===== src/rtl/apb_cmd_master.sv =====
// APB3 initiator: single read/write commands in, SETUP/ACCESS transfers out,
// read data and error/timeout status returned on a response handshake.
module apb_cmd_master #(
  parameter int AW      = 32,
  parameter int TIMEOUT = 255,
  parameter int TW      = 8
) (
  input  logic          PCLK,
  input  logic          PRESET,
  input  logic          cmd_valid,
  output logic          cmd_ready,
  input  logic          cmd_write,
  input  logic [AW-1:0] cmd_addr,
  input  logic [31:0]   cmd_wdata,
  output logic          rsp_valid,
  input  logic          rsp_ready,
  output logic [31:0]   rsp_rdata,
  output logic          rsp_err,
  output logic          rsp_timeout,
  output logic          PSEL,
  output logic          PENABLE,
  output logic          PWRITE,
  output logic [AW-1:0] PADDR,
  output logic [31:0]   PWDATA,
  input  logic [31:0]   PRDATA,
  input  logic          PREADY,
  input  logic          PSLVERR
);

  typedef enum logic [1:0] {
    IDLE,
    SETUP,
    ACCESS,
    RESP
  } state_t;

  localparam bit          TO_EN = (TIMEOUT != 0);
  localparam logic [TW-1:0] TERM = TW'(TIMEOUT - 1);

  state_t        state, state_nx;
  logic [TW-1:0] cnt, cnt_nx;
  logic          cmd_ready_nx;
  logic          rsp_valid_nx;
  logic [31:0]   rsp_rdata_nx;
  logic          rsp_err_nx;
  logic          rsp_timeout_nx;
  logic          psel_nx;
  logic          penable_nx;
  logic          pwrite_nx;
  logic [AW-1:0] paddr_nx;
  logic [31:0]   pwdata_nx;

  always_comb begin
    state_nx       = state;
    cnt_nx         = cnt;
    rsp_valid_nx   = rsp_valid;
    rsp_rdata_nx   = rsp_rdata;
    rsp_err_nx     = rsp_err;
    rsp_timeout_nx = rsp_timeout;
    psel_nx        = PSEL;
    penable_nx     = PENABLE;
    pwrite_nx      = PWRITE;
    paddr_nx       = PADDR;
    pwdata_nx      = PWDATA;
    unique case (state)
      IDLE: begin
        if (cmd_valid && cmd_ready) begin
          pwrite_nx = cmd_write;
          paddr_nx  = cmd_addr;
          pwdata_nx = cmd_wdata;
          psel_nx   = 1'b1;
          state_nx  = SETUP;
        end
      end
      SETUP: begin
        penable_nx = 1'b1;
        cnt_nx     = '0;
        state_nx   = ACCESS;
      end
      ACCESS: begin
        // PREADY takes priority over a coincident terminal count
        if (PREADY) begin
          psel_nx        = 1'b0;
          penable_nx     = 1'b0;
          rsp_rdata_nx   = PWRITE ? 32'h0 : PRDATA;
          rsp_err_nx     = PSLVERR;
          rsp_timeout_nx = 1'b0;
          rsp_valid_nx   = 1'b1;
          state_nx       = RESP;
        end else if (TO_EN && (cnt == TERM)) begin
          psel_nx        = 1'b0;
          penable_nx     = 1'b0;
          rsp_rdata_nx   = 32'h0;
          rsp_err_nx     = 1'b1;
          rsp_timeout_nx = 1'b1;
          rsp_valid_nx   = 1'b1;
          state_nx       = RESP;
        end else if (!(&cnt)) begin
          cnt_nx = cnt + 1'b1;
        end
      end
      RESP: begin
        if (rsp_ready) begin
          rsp_valid_nx = 1'b0;
          state_nx     = IDLE;
        end
      end
      default: state_nx = IDLE;
    endcase
    cmd_ready_nx = (state_nx == IDLE);
  end

  always_ff @(posedge PCLK) begin
    if (PRESET) begin
      state       <= IDLE;
      cnt         <= '0;
      cmd_ready   <= 1'b1;
      rsp_valid   <= 1'b0;
      rsp_rdata   <= 32'h0;
      rsp_err     <= 1'b0;
      rsp_timeout <= 1'b0;
      PSEL        <= 1'b0;
      PENABLE     <= 1'b0;
      PWRITE      <= 1'b0;
      PADDR       <= '0;
      PWDATA      <= 32'h0;
    end else begin
      state       <= state_nx;
      cnt         <= cnt_nx;
      cmd_ready   <= cmd_ready_nx;
      rsp_valid   <= rsp_valid_nx;
      rsp_rdata   <= rsp_rdata_nx;
      rsp_err     <= rsp_err_nx;
      rsp_timeout <= rsp_timeout_nx;
      PSEL        <= psel_nx;
      PENABLE     <= penable_nx;
      PWRITE      <= pwrite_nx;
      PADDR       <= paddr_nx;
      PWDATA      <= pwdata_nx;
    end
  end

endmodule

===== config.mk =====
export PLATFORM = sky130hd
export DESIGN_NAME = apb_cmd_master
export DESIGN_NICKNAME = d
export VERILOG_FILES = /design/src/rtl/apb_cmd_master.sv
export SDC_FILE = /design/constraint.sdc
export NUM_CORES = 1
export LEC_CHECK = 0
export ABC_AREA = 0
export BUFFER_PORTS_ARGS = -buffer_cell sky130_fd_sc_hd__buf_4
export CAP_MARGIN = 5
export CORE_MARGIN = 1.5
export CORE_UTILIZATION = 40
export DETAILED_ROUTE_END_ITERATION = 16
export PLACE_DENSITY_LB_ADDON = 0.12
export REMOVE_ABC_BUFFERS = 1
export SETUP_SLACK_MARGIN = 0.15
export SYNTH_ARGS = -nofsm -noshare
export SYNTH_HDL_FRONTEND = slang
export SYNTH_SLANG_ARGS = --single-unit
export TNS_END_PERCENT = 100

===== constraint.sdc =====
create_clock -name PCLK -period 1.5 [get_ports PCLK]
set_input_delay 0.15 -clock PCLK [delete_from_list [all_inputs] [get_ports PCLK]]
set_output_delay 0.15 -clock PCLK [all_outputs]
set_load 0.01 [all_outputs]

-- Word level (Yosys, flattened, before mapping)
Index checks and enable logic that the tools add are counted.
- register bits after elaboration: 113
- bits in latches: 0
- RAM bits: 0
- bits in read-only memories: 0
- output and inout bits: 103
- word-level logic and storage cells: 60
- memories: 0
- add/sub/neg operators: 1
- multiply operators: 0
- divide/modulo/power cells: 0
- magnitude comparators: 0
- equal/unequal tests: 10
- shift-type cells: 0
- mux-type cells: 23
- bitwise logic cells: 0
- reductions and logical operators: 14
- operators with widths (operator ; count):
    32-bit two-way mux ; 3
    8-bit two-way mux ; 3
    8-bit one-hot mux with 2 select lines ; 1
    2-bit inequality test, second input constant ; 5
    8-bit by 1-bit adder with 8-bit output, second input constant ; 1
    8-bit == test, second input constant ; 1
    1-bit two-way mux ; 8
    2-bit two-way mux ; 4
    2-bit one-hot mux with 4 select lines ; 1
    8-bit AND reduction ; 1
    2-bit nonzero test ; 4
    1-bit one-hot mux with 2 select lines ; 3
    2-bit AND reduction ; 3
    3-bit AND reduction ; 2
    2-bit == test, second input constant ; 2
    2-bit zero test ; 2
    4-bit AND reduction ; 1
    3-bit inequality test, second input constant ; 1
    2-bit by 1-bit == test with 1-bit output, second input constant ; 1
    1-bit logical AND ; 1

-- Longest topological paths before layout
- depth in word-level cells: 5
- gate-level depth with buffers: 7
- depth with buffers taken out: 6

-- Worst setup path before layout
No wires, ideal clock.
- kind: register -> register
- start point: reg cnt[1]
- end point: reg rsp_rdata[19]
- library setup time: 0.117 ns
- arrival: 1.352 ns
- required time: 1.383 ns
- setup slack: 0.031 ns
- stages on the path, launching flop included: 7
- period minus slack after synthesis: 1.469 ns
- cell sequence: dfxtp_1 ha_1 inv_1 nor3_1 nor3_2 buf_2 a22o_1
- word-level cells in the longest chain between the ends: 3
- ends and longest elaborated chain (element ; line ; text):
    start, declared ; 41 ; logic [TW-1:0] cnt, cnt_nx;
    start signal, assigned ; 129 ; cnt <= cnt_nx;
    8-bit == test ; 90 ; end else if (TO_EN && (cnt == TERM)) begin
    2-bit nonzero test (no source line) ; -- ;
    2-bit AND reduction (no source line) ; -- ;
    end signal, assigned ; 132 ; rsp_rdata <= rsp_rdata_nx;
    end, declared ; 17 ; output logic [31:0] rsp_rdata,
Every way passes these cells.
A chain may end at the register's enable or synchronous reset.

-- Final worst setup path
- start point: reg cnt[5]
- end point: reg cnt[0]
- word-level cells in the longest chain between the ends: 3
- ends and longest elaborated chain (element ; line):
    8-bit == test / 8-bit AND reduction (equally long branches) ; 90, 98
    2-bit inequality test (no source line) ; --
    4-bit AND reduction (no source line) (*) ; --
Every way passes the cells marked *; elsewhere a longest branch is shown, timed or not.

==> impl_metrics.toml <==
[critical_path]
r2r_cells = 5
crit_type = "flip-flop to flip-flop"
startpoint_type = "flip-flop"
worstPathArrival_ps = 2060
crit_required_ps = 1920
cp_max_fo = 6
endpoint_kind = "flip-flop"

[status]
failed_checks = "setup timing"
status = "complete, but fails checks"

[die]
rows = 35
die_w_um = 102
start_util_pct = 41.7
die-area_um2 = 10400
core_um2 = 9370
ios = 206
die_y_um = 102

[placed_design]
hpwlAfterDp_um = 7690
pre_cts_ws_ps = -4.23
place_area_um2 = 5700
placed_cells = 765
io_buffers = 205
place_congestion = 0.870

[route]
drt_first_pass_iters = 5
drc = 0
wl_per_cell_um = 23.3
vias = 5230
drtIter0Drc = 382
routed_via_density = 5.67
routed_wl_um = 21600
ant_nets = 0

[worst_hold_path]
min_path_cells = 3
hold_path_class = "primary input to flip-flop"

[layout]
design_area_um2 = 8610
final_cell_mix = "buf_4, dfxtp_1, dlygate4sd3_1, nand2_4, nand2_1"
finalNonFillerCells = 923
fill_cells = 328
area_delta_synth_final_pct = 121
nets = 885
final_common_cell = "buf_4"
drive_above_1_share_pct = 55.5

[global_route]
antenna_found_initial = 0
grt_pass1_vias = 4505
gr-usage-all-layers_pct = 27.9
grt_max_degree = 36
grt_pass1_wl_um = 22100
overflow = 0

[pwr]
design_power_total_mw = 10.3
ir_worst_vdd_uv = 761
leakage_nw = 3.88
power.density_nw_per_um2 = 1190

[sta]
rsz0062_at_grt = "true"
max_slew_margin_pct = 61.5
tightestPinTransition_ps = 577
slew_viol_final = 0
fin_tns_setup_ps = -2680
timing.final.ws_setup_ps = -137
skew_ps = 9.93
fin_crit_sh_pct = 109
setup_viol = 58
fmax_mhz = 611
hold_viol_final = 0
timing.final.crit_period_ps = 1640

[yosys]
synth_cells = 442
yosysSeqAreaShare_pct = 57.9
synth-main-ff-cell = "dfxtp_1"
ys_ff_latch = 113
yosys_warnings = 0
synth_top_area_share_pct = 57.9
synth_top_area_cell = "dfxtp_1"
avgSynthCellArea_um2 = 8.83
yosysUniqueCellTypes = 34
synth-edff-count = 0
synthTopCellsByArea = "dfxtp_1, nand2_1, a21oi_1"
syn_area_um2 = 3900
synth_async_sr_flop_share_pct = 0

[cts]
numClockSinks = 113
cts_tree = "done"
cts_htree_levels = 4
cts_buffers = 17
cts.clk_slew.worst_paths_ps = 60
clockBufferDepth = 2
cts_root_buffer = "clkbuf_8"
clk_latency_ps = 510

[run]
drv_cap = 0
[power breakdown]
part | leakage, nW | total (mW) | switching, mW | internal [mW]
sequential | 0.925 | 3.41 | 0.194 | 3.22
clock | 0.292 | 4.27 | 1.52 | 2.75
combinational | 2.66 | 2.60 | 1.29 | 1.31
total | 3.88 | 10.3 | 3.00 | 7.28
[per-stage QoR]
step / hold WS [ps] / utilization (%)
floorplan: 219 / -
global placement: 366 / 60.9
detailed placement: 371 / 60.9
CTS: 63.9 / 80.2
global route: 66.3 / 91.9
finish: 71.4 / 91.9
[path summary, 6_finish.rpt]
check,startpoint,endpoint,slack (ps)
min reg2reg,PADDR[31]$_SDFFE_PP0P_,PADDR[31]$_SDFFE_PP0P_,470
max,cnt[5]$_SDFFE_PP0P_,cnt[0]$_SDFFE_PP0P_,-140
max reg2reg,cnt[5]$_SDFFE_PP0P_,cnt[0]$_SDFFE_PP0P_,-140
min,cmd_valid,state[0]$_SDFF_PP0_,70
[Yosys cell counts, drive strengths merged (4+ instances only)]
cell type,number
nand2,135
dfxtp,113
a21oi,74
a22o,32
buf,18
clkbuf,12
nor2,9
nor3,6
o21ai,6
or3,6
nand3,5
inv,4
[metal layers]
layer | vias up | share of wire [%] | GRT usage (%)
met5 | - | 0 | 0
met4 | 0 | 5.7 | 10.7
met3 | 121 | 11 | 10.1
met2 | 460 | 49 | 49.0
met1 | 2449 | 34 | 30.6
li1 | 2200 | - | -
[repair_timing]
item | in CTS | in global routing
gates cloned | 4 | 13
pin swaps | 8 | 117
buffers inserted | 2 | 6
gates resized for setup | 29 | 210
endpoints found under the setup margin | 103 | 107
hold buffers | 100 | 0
endpoints found under the hold margin | 104 | 0
[kinds of logic (layout without fill, tap and decap cells)]
| group | Yosys count | in the layout | synth area share, % |
|---|---|---|---|
| flops | 113 | 113 | 57.9 |
| fa+ha+maj | 2 | 2 | 0.641 |
| buf+inv | 34 | 384 | 3.62 |
| simple gates | 173 | 174 | 18.7 |
| compound gates | 120 | 120 | 19.1 |
| other cells | 0 | 1 | 0 |
[sequential cells by signal, summed over array words and instances, names as in the netlist, 2 cells and up]
| name | count |
|---|---|
| PWDATA | 32 |
| rsp_rdata | 32 |
| state | 2 |
| PADDR | 32 |
| cnt | 8 |
[critical path, cell delays in order (launching register included)]
cell,delay [ps]
dfxtp_2,370
nand4_1,240
o32ai_2,450
buf_4,220
nand2_1,90
a21oi_1,180
[final cells by class]
type	count	area, um2	area share, %
multi-input combinational	296	2330	27.0
sequential	113	2280	26.4
inverter	4	15.0	0.174
tap	129	161	1.87
clock inverter	12	183	2.12
clock buffer	20	435	5.06
timing repair buffer	348	3210	37.3
antenna	1	2.50	0.0291
No activity file was read; power rests on OpenSTA's default activity.
